$ cat src/rtl/seg_pkg.sv
// Shared types and constants for the signed-binary to BCD display path.
// Digit codes: 0-9 numerals, DIG_BLANK (minus when signed), DIG_OVF overflow glyph.
package seg_pkg;

   typedef logic [3:0] digit_t;

   localparam digit_t DIG_BLANK = 4'd10;
   localparam digit_t DIG_OVF   = 4'd15;

   typedef enum logic [1:0] {
      IDLE,
      CONVERT,
      BLANK
   } conv_state_t;

   // Elaboration-time helper for the displayable-range limits.
   function automatic int unsigned pow10(input int unsigned n);
      int unsigned r;
      r = 1;
      for (int unsigned i = 0; i < n; i++) begin
         r = r * 10;
      end
      return r;
   endfunction

endpackage

$ cat src/rtl/seg_sign_blank.sv
// Combinational digit post-processing: overflow glyph, sign placement, optional
// leading-zero blanking (enabled by defining LEAD_ZERO_BLANK_EN).
module seg_sign_blank
   import seg_pkg::*;
#(
   parameter int NUM_DIGITS = 4
) (
   input  logic [4*NUM_DIGITS-1:0] bcd,
   input  logic                    neg,
   input  logic                    ovf,
   output logic [4*NUM_DIGITS-1:0] digits,
   output logic [NUM_DIGITS-1:0]   sign_mask
);

`ifdef LEAD_ZERO_BLANK_EN
   // lz[i]: digit i and everything above it are zero; digit 0 is never a leading zero.
   logic [NUM_DIGITS:0] lz;
`endif

   // NOTE: every output gets a default at the top of always_comb so no path can infer a latch.
   always_comb begin
      digits    = bcd;
      sign_mask = '0;
`ifdef LEAD_ZERO_BLANK_EN
      lz             = '0;
      lz[NUM_DIGITS] = 1'b1;
      for (int i = NUM_DIGITS - 1; i >= 1; i--) begin
         lz[i] = lz[i+1] && (bcd[4*i +: 4] == 4'd0);
      end
      for (int i = 1; i < NUM_DIGITS; i++) begin
         if (lz[i]) begin
            digits[4*i +: 4] = DIG_BLANK;
         end
         // Minus sits in the first blanked position directly left of the MSD.
         if (neg && lz[i] && !lz[i-1]) begin
            sign_mask[i] = 1'b1;
         end
      end
`else
      if (neg) begin
         digits[4*(NUM_DIGITS-1) +: 4] = DIG_BLANK;
         sign_mask[NUM_DIGITS-1]       = 1'b1;
      end
`endif
      if (ovf) begin
         digits    = {NUM_DIGITS{DIG_OVF}};
         sign_mask = '0;
      end
   end

endmodule

$ cat src/rtl/seg_bcd_converter.sv
// Sequential signed-binary to BCD converter (shift-add-3) for the 7-seg decoder bank.
// Optional build macro LEAD_ZERO_BLANK_EN (see seg_sign_blank) blanks leading zeros.
module seg_bcd_converter
   import seg_pkg::*;
#(
   parameter int DATA_W     = 12,
   parameter int NUM_DIGITS = 4
) (
   input  logic                    clk,
   input  logic                    reset_n,
   input  logic                    start,
   input  logic [DATA_W-1:0]       din,
   output logic                    busy,
   output logic                    done,
   output logic [4*NUM_DIGITS-1:0] digits,
   output logic [NUM_DIGITS-1:0]   sign_mask,
   output logic                    ovf
);

   localparam int          BCD_W   = 4 * NUM_DIGITS;
   localparam logic [31:0] POS_MAX = 32'(pow10(NUM_DIGITS) - 1);
   localparam logic [31:0] NEG_MAX = 32'(pow10(NUM_DIGITS - 1) - 1);

   conv_state_t state, state_nxt;

   logic [4:0]        cnt;
   logic [DATA_W-1:0] mag;
   logic [DATA_W-1:0] mag_in;
   logic [BCD_W-1:0]  bcd;
   logic [BCD_W-1:0]  bcd_adj;
   logic              neg;
   logic              ovf_pend;
   logic              accept;
   logic              last_bit;

   logic [BCD_W-1:0]      sb_digits;
   logic [NUM_DIGITS-1:0] sb_sign_mask;

   assign accept   = (state == IDLE) && start;
   assign last_bit = (cnt == 5'(DATA_W - 1));
   assign busy     = (state != IDLE);

   // Two's-complement magnitude; the most negative input maps to 2^(DATA_W-1), which still fits.
   assign mag_in = din[DATA_W-1] ? (~din + DATA_W'(1)) : din;

   always_comb begin
      bcd_adj = bcd;
      for (int i = 0; i < NUM_DIGITS; i++) begin
         if (bcd[4*i +: 4] >= 4'd5) begin
            bcd_adj[4*i +: 4] = bcd[4*i +: 4] + 4'd3;
         end
      end
   end

   // NOTE: reset is asynchronous so the converter abandons a conversion the instant reset_n falls.
   always_ff @(posedge clk or negedge reset_n) begin
      if (!reset_n) begin
         state <= IDLE;
      end else begin
         state <= state_nxt;
      end
   end

   always_comb begin
      state_nxt = state;
      unique case (state)
         IDLE:    if (start)    state_nxt = CONVERT;
         CONVERT: if (last_bit) state_nxt = BLANK;
         BLANK:                 state_nxt = IDLE;
         default:               state_nxt = IDLE;
      endcase
   end

   // NOTE: sequential state uses non-blocking assignments so every register samples pre-edge values.
   always_ff @(posedge clk or negedge reset_n) begin
      if (!reset_n) begin
         cnt      <= '0;
         mag      <= '0;
         bcd      <= '0;
         neg      <= 1'b0;
         ovf_pend <= 1'b0;
      end else if (accept) begin
         cnt      <= '0;
         mag      <= mag_in;
         bcd      <= '0;
         neg      <= din[DATA_W-1];
         ovf_pend <= din[DATA_W-1] ? (32'(mag_in) > NEG_MAX) : (32'(mag_in) > POS_MAX);
      end else if (state == CONVERT) begin
         cnt <= cnt + 5'd1;
         mag <= mag << 1;
         // The adjusted top nibble's MSB falls off; it is never set for in-range values.
         bcd <= BCD_W'({bcd_adj, mag[DATA_W-1]});
      end
   end

   seg_sign_blank #(
      .NUM_DIGITS (NUM_DIGITS)
   ) u_sign_blank (
      .bcd       (bcd),
      .neg       (neg),
      .ovf       (ovf_pend),
      .digits    (sb_digits),
      .sign_mask (sb_sign_mask)
   );

   // Display outputs change only at the BLANK->IDLE edge, together with done.
   always_ff @(posedge clk or negedge reset_n) begin
      if (!reset_n) begin
         done      <= 1'b0;
         digits    <= {NUM_DIGITS{DIG_BLANK}};
         sign_mask <= '0;
         ovf       <= 1'b0;
      end else begin
         done <= (state == BLANK);
         if (state == BLANK) begin
            digits    <= sb_digits;
            sign_mask <= sb_sign_mask;
            ovf       <= ovf_pend;
         end
      end
   end

endmodule
$ cat config.mk
export PLATFORM = sky130hd
export DESIGN_NAME = seg_bcd_converter
export DESIGN_NICKNAME = d
export VERILOG_FILES = /design/src/rtl/seg_pkg.sv /design/src/rtl/seg_sign_blank.sv /design/src/rtl/seg_bcd_converter.sv
export SDC_FILE = /design/constraint.sdc
export NUM_CORES = 1
export LEC_CHECK = 0
export BUFFER_PORTS_ARGS = -buffer_cell sky130_fd_sc_hd__buf_4
export CAP_MARGIN = 20
export CORE_MARGIN = 2
export CORE_UTILIZATION = 30
export CTS_CLUSTER_DIAMETER = 150
export CTS_CLUSTER_SIZE = 20
export DETAILED_ROUTE_END_ITERATION = 8
export MAX_ROUTING_LAYER = met4
export PLACE_DENSITY = 0.47
export SYNTH_ARGS = -nofsm -noshare
export SYNTH_HDL_FRONTEND = slang
export SYNTH_SLANG_ARGS = --single-unit
$ cat constraint.sdc
create_clock -name clk -period 4.2 [get_ports clk]
set_clock_uncertainty 0.05 [all_clocks]
set_input_delay 1.26 -clock clk [delete_from_list [all_inputs] [get_ports clk]]
set_output_delay 1.26 -clock clk [all_outputs]
set_load 0.05 [all_outputs]
==> out/metrics.csv, run 1 <==
stage,metric,value,unit
cells_and_area,layout cells sized above 1,16.4,%
placed_design,placed instance area,3370,µm²
timing,Slew HR,51.0,%
timing,max frequency,368,MHz
cells_and_area,fin nets,384,
timing,final hold violations,0,
cells_and_area,fin area,3490,µm²
placed_design,placed wire-length estimate,4.45,mm
cts,CTS Buf Count,5,
cts,root buffer cell,clkbuf_8,
cells_and_area,fin util,35.6,%
grt,initial antenna violation count,0,
setup_path,CP max FO,7,
timing,Tightest Pin Transition,735,ps
timing,Hold Slack,415,ps
setup_path,critical path type,in -> reg,
timing,setup violators final,0,
routing,Avg Vias per Cell,4.90,
routing,initial drt markers,105,
die,Initial Util,31.0,%
synth,ranking of synthesized cells by area,"dfrtp_1 39%, o21ai_0 7.9%, dfstp_2 6.9%",
cts,Clock Path Buffers,2,
cts,CTS tree,built,
timing,Final min period,2710,ps
placed_design,GP Congestion,0.787,
die,chip height,105,µm
routing,drt first pass iters,4,
synth,"FF+latch count, synth",56,
routing,# DRC,0,
synth,top cell type's share of synthesized area,39.5,%
job,max-cap violations,0,
synth,sequential-to-total area share from yosys stat,46.4,%
setup_path,crit path capture type,flip-flop,
cts,H-Tree Level Count,2,
routing,DR vias,2415,
die,Die ar.,11000,µm²
synth,Synth Area per Inst,8.98,µm²
synth,synth cell count leaders,"48 x dfrtp_1, 48 x o21ai_0, 36 x nand2_1, 24 x nor2_1, 21 x clkbuf_1",
cells_and_area,# diodes,0,
cts,Clock Sinks,56,
synth,Synth area leader,dfrtp_1,
pwr,pwr/cell area,739,nW/µm²
grt,first-pass GRT wire length,11.7,mm
synth,number of flops mapped to enable cells by yosys,0,
pwr,maximum vdd drop,212,µV
timing,period utilisation layout,64.6,%
cells_and_area,P&R area growth vs syn,14.8,%
cts,clock latency on the worst-skew pair,310,ps
setup_path,crit start category,input pin,
die,Site Rows,36,
cells_and_area,Final Non-Filler Cells,493,
routing,Detail Route Antenna Nets,0,
die,Die W,105,µm
cells_and_area,fill count,1073,
outcome,status,"finished, final reports clean",
timing,RSZ-0062 raised after global routing,no,
grt,grt total ovfl,0,
synth,post-synthesis cell type count,47,
cts,post-CTS setup buffers,0,
timing,"Slew Viols, Final",0,
synth,Mapped Cells,339,
setup_path,CP arrival,2880,ps
synth,"Async S/R FF share, synth",100,%
min_path,worst min path class,reg -> reg,
die,IO Count,38,
setup_path,CP required,4370,ps
die,core area,9820,µm²
grt,number of global-route vias before repair,2309,
placed_design,placed insts,484,
pwr,Leakage,0.00153,µW
synth,Synth Flop Type,dfrtp_1,
routing,Routed wire per std cell,13.4,µm
grt,pin count of the biggest net entering global routing,57,
placed_design,Port Buf Inserts,34,
synth,area of the mapped netlist,3040,µm²
cts,Post-CTS Resized,0,
grt,Global Route Usage Sum,13.3,%
cts,clock-pin slew on the worst setup and hold paths,100,ps
synth,YS warnings,0,
routing,routed wire length,6.61,mm
timing,setup_tns,0,ps
cts,hold-fix buffers at CTS,0,
## area by class of cell
| cell class | instances | area (µm²) | area share [%] |
|---|---|---|---|
| sequential | 56 | 1410 | 40.4 |
| clock inverter | 1 | 30.0 | 0.860 |
| multi-input combinational | 242 | 1460 | 41.7 |
| inverter | 16 | 60.1 | 1.72 |
| tap | 133 | 166 | 4.76 |
| timing repair buffer | 38 | 293 | 8.38 |
| clock buffer | 7 | 76.3 | 2.18 |
## cells in the final DEF (no fill, tap or decap), types with 3 or more instances in the layout
| cell | instances |
|---|---|
| nand4_1 | 3 |
| o32ai_1 | 4 |
| inv_1 | 16 |
| nor2_1 | 24 |
| o21ai_0 | 48 |
| xor2_1 | 8 |
| nor3_1 | 5 |
| nand2_1 | 36 |
| conb_1 | 3 |
| o31ai_1 | 9 |
| xnor2_1 | 8 |
| a31oi_1 | 3 |
| a32o_1 | 4 |
| a22oi_1 | 9 |
| nand2b_1 | 7 |
| a21oi_1 | 19 |
| dfrtp_1 | 48 |
| buf_4 | 37 |
| clkbuf_8 | 5 |
| nand3_1 | 14 |
| ha_1 | 10 |
| dfstp_2 | 8 |
## final timing paths
path                                from  cells past startpoint       end  slack, ps
worst min-delay path             mag[11]                      2    bcd[0]        420
max in group asynchronous        reset_n                      1    mag[3]       2650
worst max-delay path              din[1]                      6  ovf_pend       1490
min in group asynchronous        reset_n                      1      done        950
worst min register to register   mag[11]                      2    bcd[0]        420
worst max register to register  state[1]                      6  ovf_pend       2150
## cell families after synthesis
family | count (synthesis) | share of synthesized area, %
xor+xnor | 16 | 4.61
simple gates | 102 | 15.6
buf+inv | 43 | 6.00
compound gates | 108 | 22.2
mux | 3 | 1.03
fa+ha+maj | 10 | 4.11
flops | 56 | 46.4
other cells | 1 | 0.123
## power breakdown
part / switching, µW / total, µW / internal [µW]
logic: 776 / 1220 / 445
clock network: 172 / 351 / 179
registers: 209 / 1010 / 799
## sequential cells by signal, indices dropped and copies added, names as in the netlist, 2 cells and up
register,count
state,2
bcd,16
digits,16
mag,12
cnt,5
## worst max-delay path: stages
cell and delay (ps):
buf_4 130, or4_1 640, o41a_1 420, o21ai_2 60, o2111ai_1 130, o31ai_2 230
## per-layer routing
layer | vias to the layer above | track usage (%) | share of wire, %
met3 | 6 | 2.12 | 2.7
met4 | 0 | 3.43 | 1.2
li1 | 1223 | - | -
met5 | - | - | 0
met1 | 1152 | 19.1 | 51
met2 | 34 | 19.5 | 45
## stage by stage
step	power [µW]	setup WS, ps
final	2580	1490
after global routing	2810	1410
after CTS	2620	1490
after detailed placement	2260	1160
after global placement	2240	1180
after floorplan	1910	1330
No activity file was read; power rests on OpenSTA's default activity.
==> run 2, diff against run 1 <==
- PLACE_DENSITY: 0.47 -> 0.48
- clock period: 4.2 -> 2.4 ns (I/O delays scaled with it)
==> run 2 against run 1 <==
Compared with the run above: first-iteration DRC count fell by 6.7%; global-route usage fell by 0.24 points; flip-flop and latch count did not move; die area did not move; total power rose by 74%; critical path depth did not move; combinational power rose by 78%; sequential power rose by 76%; utilization rose by 0.79 points; via count rose by 1.4%; routed wire length rose by 1.6%; register-to-register slack got worse by 1400 ps; critical endpoint unchanged; largest power group unchanged.
==> out/metrics.csv, run 2 (same netlist as run 1, synthesis figures left out) <==
stage,metric,value,unit,change
cts,CTS Buf Count,5,,unchanged
cells_and_area,"most common cell after layout, fill and taps aside",buf_4,,
timing,RSZ-0062 raised after global routing,no,,unchanged
cells_and_area,fill count,1041,,was 1073
pwr,maximum vdd drop,443,µV,was 212 µV
timing,Tightest Pin Transition,717,ps,was 735 ps
cts,clock-pin slew on the worst setup and hold paths,100,ps,about the same
cts,Post-CTS Resized,0,,unchanged
placed_design,Setup WS pre-CTS,-32.4,ps,was 1160 ps
cells_and_area,fin nets,397,,was 384
cts,hold-fix buffers at CTS,0,,unchanged
grt,routing usage on met2,20.4,%,was 19.5%
pwr,net switching power,2050,µW,was 1160 µW
timing,Final min period,2110,ps,
cells_and_area,Largest regs,"bcd (16), digits (16), mag (12)",,unchanged
cts,Clock Path Buffers,2,,unchanged
setup_path,crit path capture type,flip-flop,,unchanged
placed_design,Port Buf Inserts,34,,unchanged
routing,Routed wire per std cell,13.3,µm,was 13.4 µm
grt,GRT Max-Usage Layer,met2,,unchanged
pwr,Flop pwr share,39.6,%,was 39.1%
grt,met1 usage,17.8,%,was 19.1%
cells_and_area,# diodes,0,,unchanged
cells_and_area,sequential cell area,1410,µm²,unchanged
outcome,status,"finished, final reports clean",,unchanged
die,Site Rows,36,,unchanged
grt,grt total ovfl,0,,unchanged
die,chip height,105,µm,unchanged
pwr,Power Internal,2440,µW,was 1420 µW
cts,Clock Sinks,56,,unchanged
cts,root buffer cell,clkbuf_8,,unchanged
setup_path,Crit Reg-Reg Endpoint,mag[1],,was ovf_pend
die,Die ar.,11000,µm²,unchanged
placed_design,GP Congestion,0.842,,was 0.787
cts,H-Tree Level Count,2,,unchanged
routing,drt first pass iters,4,,unchanged
placed_design,placed wire-length estimate,4.81,mm,was 4.45 mm
cells_and_area,Multi-input gate area,1460,µm²,unchanged
min_path,worst min path class,in -> async,,was reg -> reg
grt,met3 usage,2.18,%,was 2.12%
timing,Slew HR,52.2,%,was 51.0%
grt,pin count of the biggest net entering global routing,57,,unchanged
timing,"Slew Viols, Final",0,,unchanged
pwr,Sw Share,45.6,%,was 44.8%
grt,initial antenna violation count,0,,unchanged
cts,CTS tree,built,,unchanged
routing,# DRC,0,,unchanged
grt,number of global-route vias before repair,2294,,was 2309
timing,final hold violations,0,,unchanged
die,IO Count,38,,unchanged
setup_path,CP max FO,4,,was 7
timing,post-route worst setup slack,292,ps,was 1490 ps
die,Die W,105,µm,unchanged
routing,Detail Route Antenna Nets,0,,unchanged
setup_path,R2R Setup Slk,730,ps,was 2150 ps
die,Initial Util,31.0,%,unchanged
pwr,Clk network pwr share,12.0,%,was 13.6%
cells_and_area,P&R area growth vs syn,17.4,%,was 14.8%
routing,initial drt markers,98,,was 105
setup_path,R2R cell count,5,,was 6
pwr,Comb pwr share,48.5,%,was 47.4%
timing,max frequency,474,MHz,
cells_and_area,"commonest non-fill, non-tap cells in the layout","51 x buf_4, 48 x o21ai_0, 48 x dfrtp_1",,"was 48 x o21ai_0, 48 x dfrtp_1, 37 x buf_4"
timing,setup violators final,0,,unchanged
job,max-cap violations,0,,unchanged
cts,post-CTS setup buffers,0,,unchanged
grt,first-pass GRT wire length,11.6,mm,was 11.7 mm
cells_and_area,fin util,36.4,%,was 35.6%
setup_path,reg2reg start,state[1],,unchanged
cts,clock latency on the worst-skew pair,300,ps,was 310 ps
setup_path,CP arrival,2280,ps,was 2880 ps
pwr,Leakage,0.00158,µW,was 0.00153 µW
routing,Avg Vias per Cell,4.84,,was 4.90
routing,routed wire length,6.72,mm,was 6.61 mm
cells_and_area,layout cells sized above 1,19.6,%,was 16.4%
routing,DR vias,2450,,was 2415
die,core area,9820,µm²,unchanged
setup_path,crit start category,input pin,,unchanged
pwr,pwr/cell area,1260,nW/µm²,was 739 nW/µm²
timing,period utilisation layout,87.8,%,
grt,Global Route Usage Sum,13.0,%,was 13.3%
setup_path,critical path type,in -> reg,,unchanged
setup_path,CP required,2570,ps,was 4370 ps
## run 2: cell count changes in the layout (fill, tap and decap cells not counted), sizes merged
cell      before  now
buf           38   51
bufinv         1    0
clkinvlp       0    1
## run 2: final cells by class
class / count / share of cell area, %
multi-input combinational: 242 / 40.8
sequential: 56 / 39.5
tap: 133 / 4.66
timing repair buffer: 51 / 10.7
inverter: 16 / 1.68
clock inverter: 1 / 0.210
clock buffer: 7 / 2.42
## run 2: critical path: stages
cell       delay, ps
buf_4            120
or4_1            600
o41a_1           420
o21ai_2           60
o2111ai_1        140
o31ai_2          230
## run 2: worst max-delay path by stage
stage / start / endpoint / slack [ps]
6_report: din[1] / ovf_pend / 290
5_1_grt: din[0] / ovf_pend / 170
4_1_cts: din[1] / ovf_pend / 290
3_5_place_dp: din[1] / ovf_pend / -30
3_3_place_gp: din[1] / ovf_pend / -20
2_1_floorplan: din[2] / ovf_pend / 70
## run 2: per-layer routing
layer | vias to the layer above | wire (µm)
li1 | 1252 | -
met1 | 1154 | 3430
met2 | 44 | 3090
met3 | 0 | 198
met4 | 0 | 0
met5 | - | 0
## run 2: metrics by stage
stage / area (µm²) / cells / total power (µW) / hold slack, ps / TNS (ps)
global placement: 3480 / 498 / 3970 / 407 / -18.6
finish: 3570 / 506 / 4490 / 416 / 0
floorplan: 3050 / 341 / 3350 / 374 / 0
global route: 3570 / 506 / 4890 / 457 / 0
detailed placement: 3480 / 498 / 4000 / 414 / -32.4
CTS: 3570 / 506 / 4560 / 440 / 0
## run 2: power groups by stage
stage / Sequential (µW) / Clock (µW) / Combinational (µW)
global route: 1850 / 601 / 2440
global placement: 1790 / 0 / 2180
floorplan: 2150 / 0 / 1200
CTS: 1780 / 566 / 2210
detailed placement: 1800 / 0 / 2200
finish: 1780 / 537 / 2170
